==> src/rtl/seg_scan_driver_pkg.sv <==
// -----------------------------------------------------------------------------
// seg_pkg
// Shared constants for the seven-segment scan driver: the 16-entry font
// (segments {a,b,c,d,e,f,g} on bits 6..0, active-high), the blank pattern
// and the bit position of each segment inside a 7-bit segment word.
// No ports; imported by the font decoder and the scan driver top level.
// -----------------------------------------------------------------------------
package seg_pkg;

    // Bit position of each segment within a seg[6:0] word
    localparam int SEG_A_BIT = 6;
    localparam int SEG_B_BIT = 5;
    localparam int SEG_C_BIT = 4;
    localparam int SEG_D_BIT = 3;
    localparam int SEG_E_BIT = 2;
    localparam int SEG_F_BIT = 1;
    localparam int SEG_G_BIT = 0;

    // All segments off
    localparam logic [6:0] SEG_BLANK = 7'h00;

    // Glyphs for 0-9 and A, b, C, d, E, F
    localparam logic [6:0] SEG_0 = 7'h7E;
    localparam logic [6:0] SEG_1 = 7'h30;
    localparam logic [6:0] SEG_2 = 7'h6D;
    localparam logic [6:0] SEG_3 = 7'h79;
    localparam logic [6:0] SEG_4 = 7'h33;
    localparam logic [6:0] SEG_5 = 7'h5B;
    localparam logic [6:0] SEG_6 = 7'h5F;
    localparam logic [6:0] SEG_7 = 7'h70;
    localparam logic [6:0] SEG_8 = 7'h7F;
    localparam logic [6:0] SEG_9 = 7'h7B;
    localparam logic [6:0] SEG_A = 7'h77;
    localparam logic [6:0] SEG_B = 7'h1F;
    localparam logic [6:0] SEG_C = 7'h4E;
    localparam logic [6:0] SEG_D = 7'h3D;
    localparam logic [6:0] SEG_E = 7'h4F;
    localparam logic [6:0] SEG_F = 7'h47;

endpackage

==> src/rtl/seg_scan_driver_if.sv <==
// -----------------------------------------------------------------------------
// seg_scan_driver_if
// Bundles the datapath-side controls and the display-side pins of the scan
// driver.
//   load       : one-cycle strobe, capture value into the shadow register
//   value      : 4*NUM_DIGITS bits, nibble i is digit i (digit 0 = LS)
//   mode       : 0 = BCD (codes 10-15 blank), 1 = hex
//   blank_en   : 1 = suppress leading zeros
//   seg        : segments {a..g} on bits 6..0, active-high
//   dig_sel    : one-hot digit enable, active-high
//   frame_done : one-cycle pulse at the end of each scan frame
// master = the datapath/testbench side, slave = the driver.
// -----------------------------------------------------------------------------
interface seg_scan_driver_if #(
    parameter int NUM_DIGITS = 4
);
    logic                      load;
    logic [4*NUM_DIGITS-1:0]   value;
    logic                      mode;
    logic                      blank_en;
    logic [6:0]                seg;
    logic [NUM_DIGITS-1:0]     dig_sel;
    logic                      frame_done;

    modport master (
        output load, value, mode, blank_en,
        input  seg, dig_sel, frame_done
    );

    modport slave (
        input  load, value, mode, blank_en,
        output seg, dig_sel, frame_done
    );
endinterface

==> src/rtl/seg_scan_driver_font.sv <==
// -----------------------------------------------------------------------------
// seg_font
// Purely combinational nibble-to-glyph decoder.
//   nibble_i : 4-bit digit code
//   mode_i   : 0 = BCD (codes 10-15 show nothing), 1 = hex letters
//   seg_o    : segments {a..g} on bits 6..0, active-high
// -----------------------------------------------------------------------------
module seg_font
    import seg_pkg::*;
(
    input  logic [3:0] nibble_i,
    input  logic       mode_i,
    output logic [6:0] seg_o
);

    // Straight table lookup; in BCD mode the letter codes are forced dark so
    // an out-of-range BCD digit is visibly empty rather than a stray letter.
    always_comb begin
        seg_o = SEG_BLANK;
        unique case (nibble_i)
            4'h0: seg_o = SEG_0;
            4'h1: seg_o = SEG_1;
            4'h2: seg_o = SEG_2;
            4'h3: seg_o = SEG_3;
            4'h4: seg_o = SEG_4;
            4'h5: seg_o = SEG_5;
            4'h6: seg_o = SEG_6;
            4'h7: seg_o = SEG_7;
            4'h8: seg_o = SEG_8;
            4'h9: seg_o = SEG_9;
            4'hA: seg_o = mode_i ? SEG_A : SEG_BLANK;
            4'hB: seg_o = mode_i ? SEG_B : SEG_BLANK;
            4'hC: seg_o = mode_i ? SEG_C : SEG_BLANK;
            4'hD: seg_o = mode_i ? SEG_D : SEG_BLANK;
            4'hE: seg_o = mode_i ? SEG_E : SEG_BLANK;
            4'hF: seg_o = mode_i ? SEG_F : SEG_BLANK;
            default: seg_o = SEG_BLANK;
        endcase
    end

endmodule

==> src/rtl/seg_scan_driver.sv <==
// -----------------------------------------------------------------------------
// seg_scan_driver
// Time-multiplexed multi-digit seven-segment driver. Each digit is held for
// SCAN_DIV cycles; a full pass over NUM_DIGITS digits is one frame. New values
// land in a shadow register and are only copied to the displayed register at
// a frame boundary, so a frame never shows a mix of old and new digits.
//   clk : system clock, rising edge
//   rst : synchronous, active-high reset
//   bus : seg_scan_driver_if slave (load/value/mode/blank_en in,
//         seg/dig_sel/frame_done out, all outputs registered)
// -----------------------------------------------------------------------------
module seg_scan_driver
    import seg_pkg::*;
#(
    parameter int NUM_DIGITS = 4,
    parameter int SCAN_DIV   = 1000
) (
    input  logic              clk,
    input  logic              rst,
    seg_scan_driver_if.slave  bus
);

    localparam int DIV_W = (SCAN_DIV   > 1) ? $clog2(SCAN_DIV)   : 1;
    localparam int IDX_W = (NUM_DIGITS > 1) ? $clog2(NUM_DIGITS) : 1;
    localparam int VAL_W = 4 * NUM_DIGITS;

    logic [DIV_W-1:0]      divCnt_q,    divCnt_d;
    logic [IDX_W-1:0]      idx_q,       idx_d;
    logic [VAL_W-1:0]      dispReg_q,   dispReg_d;
    logic [VAL_W-1:0]      shadow_q,    shadow_d;
    logic                  pending_q,   pending_d;
    logic [6:0]            seg_q,       seg_d;
    logic [NUM_DIGITS-1:0] digSel_q,    digSel_d;
    logic                  frameDone_q, frameDone_d;

    logic       tick;
    logic       lastDigit;
    logic       frameEnd;
    logic [3:0] curNibble;
    logic       curZeroAbove;
    logic       zeroRun;
    logic [6:0] fontSeg;

    assign tick      = (divCnt_q == DIV_W'(SCAN_DIV - 1));
    assign lastDigit = (idx_q == IDX_W'(NUM_DIGITS - 1));
    assign frameEnd  = tick && lastDigit;

    // Pick out the nibble of the digit being scanned and, walking down from
    // the most significant digit, note whether it and every digit above it
    // are zero. That "zero from here up" flag is what leading-zero blanking
    // needs.
    always_comb begin
        curNibble    = 4'h0;
        curZeroAbove = 1'b0;
        zeroRun      = 1'b1;
        for (int i = NUM_DIGITS - 1; i >= 0; i--) begin
            zeroRun = zeroRun && (dispReg_q[4*i +: 4] == 4'h0);
            if (idx_q == IDX_W'(i)) begin
                curNibble    = dispReg_q[4*i +: 4];
                curZeroAbove = zeroRun;
            end
        end
    end

    seg_font u_font (
        .nibble_i (curNibble),
        .mode_i   (bus.mode),
        .seg_o    (fontSeg)
    );

    // Next-state for the divider, scan index, buffers and output registers.
    // The boundary transfer is evaluated before the load so that a load
    // landing on the boundary cycle still ends up in the shadow with pending
    // set, while the boundary moves the previous shadow contents.
    always_comb begin
        divCnt_d    = tick ? '0 : divCnt_q + DIV_W'(1);
        idx_d       = idx_q;
        dispReg_d   = dispReg_q;
        shadow_d    = shadow_q;
        pending_d   = pending_q;

        if (tick) begin
            idx_d = lastDigit ? '0 : idx_q + IDX_W'(1);
        end

        if (frameEnd && pending_q) begin
            dispReg_d = shadow_q;
            pending_d = 1'b0;
        end

        if (bus.load) begin
            shadow_d  = bus.value;
            pending_d = 1'b1;
        end

        // Digit 0 is never blanked so an all-zero value still shows "0"
        if (bus.blank_en && (idx_q != '0) && curZeroAbove) begin
            seg_d = SEG_BLANK;
        end else begin
            seg_d = fontSeg;
        end
        digSel_d    = NUM_DIGITS'(1) << idx_q;
        frameDone_d = frameEnd;
    end

    // All state, including the display outputs, registered with a
    // synchronous reset that also drops any pending shadow value.
    always_ff @(posedge clk) begin
        if (rst) begin
            divCnt_q    <= '0;
            idx_q       <= '0;
            dispReg_q   <= '0;
            shadow_q    <= '0;
            pending_q   <= 1'b0;
            seg_q       <= SEG_BLANK;
            digSel_q    <= '0;
            frameDone_q <= 1'b0;
        end else begin
            divCnt_q    <= divCnt_d;
            idx_q       <= idx_d;
            dispReg_q   <= dispReg_d;
            shadow_q    <= shadow_d;
            pending_q   <= pending_d;
            seg_q       <= seg_d;
            digSel_q    <= digSel_d;
            frameDone_q <= frameDone_d;
        end
    end

    assign bus.seg        = seg_q;
    assign bus.dig_sel    = digSel_q;
    assign bus.frame_done = frameDone_q;

endmodule

==> src/flat_wrapper.sv <==
// flat-port wrapper written by rule: the top's interface ports become plain ports
module seg_scan_driver_flat import seg_pkg::*;
#(
    parameter int NUM_DIGITS = 4,
    parameter int SCAN_DIV   = 1000
)
  (clk, rst, bus_load, bus_value, bus_mode, bus_blank_en, bus_seg, bus_dig_sel, bus_frame_done);
  seg_scan_driver_if #(.NUM_DIGITS(NUM_DIGITS)) bus_i ();
  input  logic clk;
  input  logic rst;
  input wire logic [$bits(bus_i.load)-1:0] bus_load;
  input wire logic [$bits(bus_i.value)-1:0] bus_value;
  input wire logic [$bits(bus_i.mode)-1:0] bus_mode;
  input wire logic [$bits(bus_i.blank_en)-1:0] bus_blank_en;
  output wire logic [$bits(bus_i.seg)-1:0] bus_seg;
  output wire logic [$bits(bus_i.dig_sel)-1:0] bus_dig_sel;
  output wire logic [$bits(bus_i.frame_done)-1:0] bus_frame_done;
  assign bus_i.load = bus_load;
  assign bus_i.value = bus_value;
  assign bus_i.mode = bus_mode;
  assign bus_i.blank_en = bus_blank_en;
  assign bus_seg = bus_i.seg;
  assign bus_dig_sel = bus_i.dig_sel;
  assign bus_frame_done = bus_i.frame_done;
  seg_scan_driver #(.NUM_DIGITS(NUM_DIGITS), .SCAN_DIV(SCAN_DIV)) u_core (.clk(clk), .rst(rst), .bus(bus_i));
endmodule
==> config.mk <==
export PLATFORM = sky130hd
export DESIGN_NAME = seg_scan_driver_flat
export DESIGN_NICKNAME = d
export VERILOG_FILES = /design/src/rtl/seg_scan_driver_pkg.sv /design/src/rtl/seg_scan_driver_if.sv /design/src/rtl/seg_scan_driver_font.sv /design/src/rtl/seg_scan_driver.sv /design/src/flat_wrapper.sv
export SDC_FILE = /design/constraint.sdc
export NUM_CORES = 1
export LEC_CHECK = 0
export ABC_CLOCK_PERIOD_IN_PS = 2500
export BUFFER_PORTS_ARGS = -buffer_cell sky130_fd_sc_hd__buf_4
export CAP_MARGIN = 0
export CELL_PAD_IN_SITES_DETAIL_PLACEMENT = 1
export CELL_PAD_IN_SITES_GLOBAL_PLACEMENT = 2
export CORE_MARGIN = 4
export CORE_UTILIZATION = 30
export CTS_CLUSTER_DIAMETER = 150
export CTS_CLUSTER_SIZE = 8
export DETAILED_ROUTE_END_ITERATION = 8
export PLACE_DENSITY_LB_ADDON = 0.1
export SLEW_MARGIN = 20
export SYNTH_ARGS = -nofsm -noshare
export SYNTH_HDL_FRONTEND = slang
export SYNTH_SLANG_ARGS = --single-unit
==> constraint.sdc <==
create_clock -name clk -period 2.5 [get_ports clk]
set_clock_uncertainty 0.15 [all_clocks]
set_input_delay 0.375 -clock clk [delete_from_list [all_inputs] [get_ports clk]]
set_output_delay 0.375 -clock clk [all_outputs]
set_load 0.05 [all_outputs]
# Yosys cells after proc, flatten, opt, wreduce, memory -nomap -nowiden
# Cells that the tools add are included.
[classes]
n_addsub = 2
eq_ne = 19
n_shift = 1
n_mux = 18
n_reduce_logical = 17
[op_table]
columns = ["op", "n"]
rows = [
  ["case mux 7 bit (16 select lines)", 1],
  ["== test 4 bit (second input constant)", 8],
  ["2-to-1 mux 7 bit", 4],
  ["logical NOT 4 bit", 5],
  ["== test 4 x 3 -> 1 bit (second input constant)", 4],
  ["2-to-1 mux 4 bit", 4],
  ["adder 10 x 1 -> 10 bit (second input constant)", 1],
  ["== test 10 bit (second input constant)", 1],
  ["== test 4 x 2 -> 1 bit (second input constant)", 2],
  ["logical AND 1 bit", 7],
  ["2-to-1 mux 1 bit", 6],
  ["2-to-1 mux 6 bit", 1],
  ["2-to-1 mux 5 bit", 1],
  ["== test 2 bit (second input constant)", 2],
  ["== test 4 x 1 -> 1 bit (second input constant)", 1],
  ["nonzero test 2 bit", 2],
  ["OR reduction 2 bit", 2],
  ["<< shifter 1 x 2 -> 4 bit (first input constant)", 1],
  ["adder 2 x 1 -> 2 bit (second input constant)", 1],
  ["== test 2 x 1 -> 1 bit (second input constant)", 1],
  ["logical NOT 2 bit", 1],
  ["2-to-1 mux 2 bit", 1],
]
[word_totals]
ff_bits = 57
output_inout_bits = 12
wordCells = 65

# Logic depth before layout (Yosys ltp)
# Gate-level depths: netlist of run 1.
[logic_depth]
ltp_word = 7
mapped_depth = 9

# By module
# From an unflattened synthesis of run 1, not the netlist that was laid out.
[unflattened]
cells_unflattened = 305
area_unflattened_um2 = 2660.1
[modules_own_cells]
columns = ["module", "instances", "cells_per_inst", "area_each_um2", "seq_area_each_um2"]
rows = [
  ["seg_scan_driver", 1, 263, 2373.5, 1141.1],
  ["seg_font", 1, 42, 286.5, 0.0],
]

# Worst setup path before layout of run 1
# No wires, ideal clock.
[synth_timing]
kind = "register to register"
from = "register u_core.idx_q[0]"
to = "register u_core.seg_q[3], in the netlist u_core.bus.seg[3]"
setup_ns = 0.116
arrival_time_ns = 1.955
required_ns = 2.234
setup_slack_ns = 0.279
path_stages_with_launch = 8
n_path_buf = 0
period_less_slack_ns = 2.221
path_cell_list = "dfxtp_1 -> inv_1 -> ha_1 -> or4b_4 -> a2111oi_4 -> a31o_4 -> a31oi_1 -> o211a_1"
[synth_via]
elab_chain_len = 7
[synth_rtl]
columns = ["element", "line_no", "source"]
rows = [
  ["start, declared", "seg_scan_driver.sv:28", "logic [IDX_W-1:0] idx_q, idx_d;"],
  ["start signal, assigned", "seg_scan_driver.sv:120", "idx_q <= idx_d;"],
  ["== test 2 bit", "seg_scan_driver.sv:58", "if (idx_q == IDX_W'(i)) begin"],
  ["2-to-1 mux 4 bit / 2-to-1 mux 1 bit (equally long branches) (4 in series)", "seg_scan_driver.sv:58", ""],
  ["== test 4 bit, or another cell as far along", "seg_scan_driver_font.sv:20", "unique case (nibble_i)"],
  ["case mux 7 bit (16 select lines) / OR reduction 2 bit (equally long branches)", "-", ""],
  ["end signal, assigned", "seg_scan_driver.sv:124", "seg_q <= seg_d;"],
  ["end, declared", "seg_scan_driver.sv:32", "logic [6:0] seg_q, seg_d;"],
]
# Parallel ways exist; a longest one is shown, timed or not.
# A chain may end at the register's enable or synchronous reset.

# Worst setup path after layout of run 1
# Ends and elaborated chain as after synthesis.

==> run summary, run 1 <==
met2 Use GR -> 20.9%
largest net degree at the start of global routing -> 45
run status -> completed
max-slew violations -> 0
hold depth -> 3
Worst Reg-to-Reg Cells -> 7
Syn Std Cell Area -> 2500 sq um
Post-synth EDFFs -> 0
die width -> 99.2 microns
Crit Path Max Fanout -> 7
Worst Tran Pin Value -> 487 ps
cell area after layout -> 3050 sq um
fin nets -> 346
HPWL after DPL -> 4.26 mm
Fillers -> 971
Achievable Freq -> 422 MHz
Gate Count Post-Synth -> 283
die area -> 9850 sq um
# setup viols final -> 0
Critical Path RT -> 2570 ps
GRT met3 Usage -> 3.93%
hold endpoint -> u_core.shadow_q[6]
synth cell count leaders -> 57 x dfxtp_1, 42 x nand2_1, 38 x nor2_1
Hold Path Class -> primary input to flip-flop
Sw Ratio -> 24.5%
via count -> 2076
number of global-route vias before repair -> 2079
Async SR Flop Fraction -> 0%
DRT Pass-1 Iters -> 4
Sequential cell area -> 1140 sq um
Net Switching -> 434 uW
cell-internal power -> 1.34 mW
Clock Tree Buf Depth -> 2
ys flop type -> dfxtp_1
All-Layer GR Usage -> 13.0%
pwr dens -> 581 nW/um^2
chip height -> 99.2 microns
dpl cell area -> 2860 sq um
Worst R2R End -> u_core.bus.seg[3]
Std-Cell Rows -> 33
final core utilization -> 37.3%
Via-to-Cell Ratio -> 4.83
Num CTS Buffers -> 9
Max-cap violations -> 0
area of the core -> 8180 sq um
initial antenna violation count -> 0
htree depth -> 3
area share of the leading cell type in the synthesized netlist -> 45.7%
Yosys top cell by area -> dfxtp_1
share of post-route cells with drive strength above 1 -> 21.8%
Area Growth Syn to Fin -> 22.2%
Multi-input gate area -> 1280 sq um
clk_lat worst skew -> 330 ps
Clock transition at path regs -> 70 ps
GR peak layer -> met2
total chip power -> 1.77 mW
CP Launch Type -> flip-flop
combinational fraction of design power -> 6.6%
I/O pins -> 33
RePlAce Congestion -> 0.791
sequential fraction of the synthesis area -> 45.7%
synth top area cells -> dfxtp_1 46%, mux2i_1 6.4%, nand2_1 6.3%, nor2_1 5.7%, a21oi_1 4.8%
R2R setup slack -> 130 ps
fin crit share -> 94.9%
Congestion Overflow GR -> 0
WL final -> 6.02 mm
Warnings, synthesis -> 0
# DRC -> 0
reg-to-reg startpoint -> u_core.idx_q[0]
Starting Density -> 30.5%
Max transition margin -> 67.6%
clock power share -> 39.9%
clock root buffer -> clkbuf_8
most common cell in the synthesized netlist -> dfxtp_1
Worst Path Class, Setup -> flip-flop to flip-flop
Peak VDD IR -> 235 uV
TritonCTS clock tree -> done
Lkg Pwr -> 1.19 nW
post-DR wirelength/cell -> 14.0 microns
global-route wire length before repair -> 10.3 mm
ANT nets after route -> 0
ant diodes -> 0
met1 GRT Util -> 16.4%
Clock Sinks -> 57
Syn Nets -> 309
CTS Hold Buffers Added -> 0
IO Port Bufs -> 32
CP Data Arrival Time -> 2440 ps
Crit. Startpoint -> u_core.idx_q[0]
Crit. End Element -> flip-flop
syn_area_per_cell -> 8.82 sq um
sequential share of power -> 53.4%
Synth Register Bits -> 57
Starting DRT DRC Count -> 60
final hold violations -> 0
min cycle time layout -> 2370 ps
synth unique cells -> 39
min-delay src -> bus_value[6]
## layout make-up
class                   count  area share (%)
clock buffers              12            4.43
multi-input cells         205            42.0
repair buffers             44            10.8
inverters                   3           0.369
well taps                 105            4.30
clock inverters             4           0.656
flip-flops and latches     57            37.4
## through the flow
step | std cells | setup slack, ps | hold slack (ps) | setup TNS [ps]
finish | 430 | 128 | 128 | 0
global route | 430 | -22.6 | 131 | -28.6
CTS | 428 | 109 | 112 | 0
detailed placement | 412 | 135 | 293 | 0
global placement | 412 | 178 | 281 | 0
floorplan | 283 | 279 | 263 | 0
## critical path, stage by stage (launching register included)
cell and delay (ps):
dfxtp_1 440, inv_1 130, ha_1 230, or4b_4 500
a2111oi_4 350, a31o_4 260, a31oi_1 60, o211a_1 130
## cells in the final DEF, fill, tap and decap left out, types with 2 or more instances in the layout
cell type and n:
ha_1 3, inv_1 3, buf_4 44, mux2i_1 16, nor3b_1 2, xor2_1 5
a211o_1 5, a21oi_1 24, a211oi_2 6, ha_2 2, a31oi_1 5, nor2b_1 4
nand3_1 3, xnor2_1 3, o21ai_0 10, clkbuf_1 3, nand2_1 42, clkbuf_8 9
nand3b_1 4, nor2_1 38, nor3_1 8, and4_1 2, nand4_1 4, clkinv_2 4
dfxtp_1 57, nor3b_2 2, and3_1 3
## worst max-delay path by stage
stage	to	slack, ps	depth (start not counted)
after global placement	u_core.bus.seg[1]	180	7
final	u_core.bus.seg[3]	130	7
after floorplan	u_core.bus.seg[3]	280	7
after global routing	u_core.bus.seg[3]	-20	8
after CTS	u_core.bus.seg[3]	110	7
after detailed placement	u_core.bus.seg[3]	140	7
## power by group through the flow
stage                     Clock (mW)  Sequential (mW)  Combinational, mW
after floorplan                    0            0.986             0.0536
after global placement             0            0.968              0.118
after detailed placement           0            0.969              0.120
after CTS                      0.740            0.949              0.120
after global routing           0.784            0.951              0.130
final                          0.709            0.948              0.117
## layer usage
layer  up-vias  part of all wire, %  routed length, microns
met5         -                    0                       0
met2        26                   46                    2800
li1       1062                    -                       -
met4         0                  1.5                      90
met3         8                  3.4                     203
met1       980                   49                    2930
## flip-flops by register name, summed over array words and instances, names as in the netlist
register               flops
u_core.dispReg_q          16
u_core.pending_q           1
u_core.idx_q               2
u_core.bus.dig_sel         4
u_core.bus.frame_done      1
u_core.shadow_q           16
u_core.divCnt_q           10
u_core.bus.seg             7
## timing repair
action                                  CTS  global route
gates resized for setup                   0             5
endpoints found under the setup margin    0             6
buffers inserted                          0             2
endpoints found under the hold margin     0             0
## logic make-up after synthesis
group           after synthesis  share of synthesized area (%)
xor+xnor                      8                           2.81
simple gates                116                           21.6
fa+ha+maj                     5                           2.51
flops                        57                           45.7
mux                          16                           6.41
compound gates               60                           17.2
buf+inv                      21                           3.71
(Power assumes the default switching activity.)
==> run 2: changes to the inputs <==
--- a/config.mk
+++ b/config.mk
@@ -15,7 +15,7 @@
 export CTS_CLUSTER_DIAMETER = 150
 export CTS_CLUSTER_SIZE = 8
 export DETAILED_ROUTE_END_ITERATION = 8
-export PLACE_DENSITY_LB_ADDON = 0.1
+export PLACE_DENSITY = 0.66
 export SLEW_MARGIN = 20
 export SYNTH_ARGS = -nofsm -noshare
 export SYNTH_HDL_FRONTEND = slang
==> run 2 against run 1 <==
- non-clock buffer count shrank 3
- clock power grew 40%
- core utilization grew 0.80 points
- combinational power is essentially flat
- total power grew 16%
- worst setup slack gained 22 ps
- first-iteration DRC count shrank 3.3%
- critical path type unchanged
- final cell count shrank 0.70%
- critical endpoint unchanged
==> run summary, run 2 (synthesis results as in run 1) <==
Clock Sinks -> 57 (unchanged)
fin nets -> 343 (-0.87%)
Max transition margin -> 68.0% (+0.49 points)
Via-to-Cell Ratio -> 4.87 (+0.85%)
Critical Path RT -> 2570 ps (about the same)
Fin Setup TNS -> 0 ps (unchanged)
final hold violations -> 0 (unchanged)
min cycle time layout -> 2350 ps (-22.3 ps)
most common cell after layout, fill and taps aside -> dfxtp_1
die area -> 9850 sq um (unchanged)
final std cells w/o fill -> 427 (-0.70%)
Worst Path Class, Setup -> flip-flop to flip-flop
Hold Path Class -> primary input to flip-flop
Achievable Freq -> 426 MHz (+0.95%)
fin crit share -> 94.0% (-0.89 points)
RePlAce Congestion -> 0.812 (+2.7%)
Num CTS Buffers -> 9 (unchanged)
CP Launch Type -> flip-flop
Worst R2R End -> u_core.bus.seg[3]
post-CTS setup repair buffer count -> 0 (unchanged)
Clock Tree Buf Depth -> 2 (unchanged)
pwr dens -> 660 nW/um^2 (+13%)
Std-Cell Rows -> 33 (unchanged)
Starting DRT DRC Count -> 58 (-3.3%)
All-Layer GR Usage -> 13.0% (-0.041 points)
Regs by FF count -> u_core.dispReg_q: 16 flops, u_core.shadow_q: 16 flops, u_core.divCnt_q: 10 flops
Area Growth Syn to Fin -> 24.8%
# placed instances -> 411 (-0.24%)
Clock transition at path regs -> 70 ps (about the same)
chip height -> 99.2 microns (unchanged)
run status -> completed
via count -> 2079 (+0.14%)
Congestion Overflow GR -> 0 (unchanged)
# DRC -> 0 (unchanged)
post-DR wirelength/cell -> 14.2 microns (+1.5%)
Worst Tran Pin Value -> 479 ps (-7.29 ps)
Fillers -> 968 (-0.31%)
Peak VDD IR -> 244 uV (+3.6%)
min-delay src -> bus_value[3]
I/O pins -> 33 (unchanged)
Max-cap violations -> 0 (unchanged)
# setup viols final -> 0 (unchanged)
Crit. End Element -> flip-flop
TritonCTS clock tree -> done
Crit Path Max Fanout -> 7 (unchanged)
Starting Density -> 30.5% (unchanged)
largest net degree at the start of global routing -> 45 (unchanged)
hold depth -> 3 (unchanged)
ANT nets after route -> 0 (unchanged)
RSZ-0062 raised after global routing -> no
WL final -> 6.07 mm (+0.78%)
R2R setup slack -> 150 ps (+20 ps)
global-route wire length before repair -> 10.2 mm (-0.74%)
Lkg Pwr -> 1.19 nW (+0.42%)
ant diodes -> 0 (unchanged)
HPWL after DPL -> 4.31 mm (+1.1%)
area of the core -> 8180 sq um (unchanged)
hold slack -> 122 ps (-6.18 ps)
DRT Pass-1 Iters -> 4 (unchanged)
commonest cells after routing, fill and taps aside -> 56 x dfxtp_1, 42 x nand2_1, 41 x buf_4
Worst Reg-to-Reg Cells -> 7 (unchanged)
CP Data Arrival Time -> 2420 ps (-20 ps)
max-slew violations -> 0 (unchanged)
number of global-route vias before repair -> 2045 (-1.6%)
share of post-route cells with drive strength above 1 -> 22.7% (+0.82 points)
reg-to-reg startpoint -> u_core.idx_q[0]
clock root buffer -> clkbuf_8
clk_lat worst skew -> 340 ps (about the same)
initial antenna violation count -> 0 (unchanged)
hold endpoint -> u_core.shadow_q[3]
IO Port Bufs -> 32 (unchanged)
die width -> 99.2 microns (unchanged)
htree depth -> 3 (unchanged)
-- run 2: per-layer routing --
metal  vias to the layer above  global-route usage, %  share of wire [%]
met3                         7                   3.72                3.6
met1                       991                   16.6                 47
met5                         -                      0                  0
li1                       1051                      -                  -
met4                         0                   4.73                1.6
met2                        30                   20.8                 47
-- run 2: critical path, stage by stage, from the launching register on --
cell       delay (ps)
dfxtp_1           400
inv_1             120
ha_1              260
or4b_4            510
a2111oi_4         340
a31o_4            260
a31oi_1            50
o211a_1           150
-- run 2: stage by stage --
step	power [mW]	util, %	instance area, sq um	setup slack (ps)
after floorplan	1.04	-	2500	279
after global placement	1.09	34.9	2860	176
after detailed placement	1.09	34.9	2860	115
after CTS	2.09	37.7	3090	108
after global routing	2.14	38.1	3120	27.1
final	2.06	38.1	3120	151
-- run 2: worst max path at each step --
| stage | from | end | slack (ps) | cells after the start |
|---|---|---|---|---|
| floorplan | u_core.idx_q[0] | u_core.bus.seg[3] | 280 | 7 |
| global placement | u_core.idx_q[0] | u_core.bus.seg[0] | 180 | 7 |
| detailed placement | u_core.idx_q[1] | u_core.bus.seg[3] | 110 | 7 |
| CTS | u_core.idx_q[1] | u_core.bus.seg[3] | 110 | 7 |
| global route | u_core.idx_q[0] | u_core.bus.seg[5] | 30 | 8 |
| finish | u_core.idx_q[0] | u_core.bus.seg[3] | 150 | 7 |
-- run 2: layout make-up --
cell class,count,area (sq um),area share (%)
clock buffers,12,155,4.98
clock inverters,4,75.1,2.41
inverters,3,11.3,0.361
multi-input cells,205,1290,41.5
flip-flops and latches,57,1140,36.6
well taps,105,131,4.21
repair buffers,41,308,9.87
-- run 2: power by group --
part	internal (mW)	switching, mW
logic	0.0521	0.0650
registers	0.935	0.0126
clock network	0.616	0.376
-- run 2: what timing repair did --
item | CTS | global route
hold buffers | 0 | 0
endpoints found under the setup margin | 0 | 7
resized for setup | 0 | 9
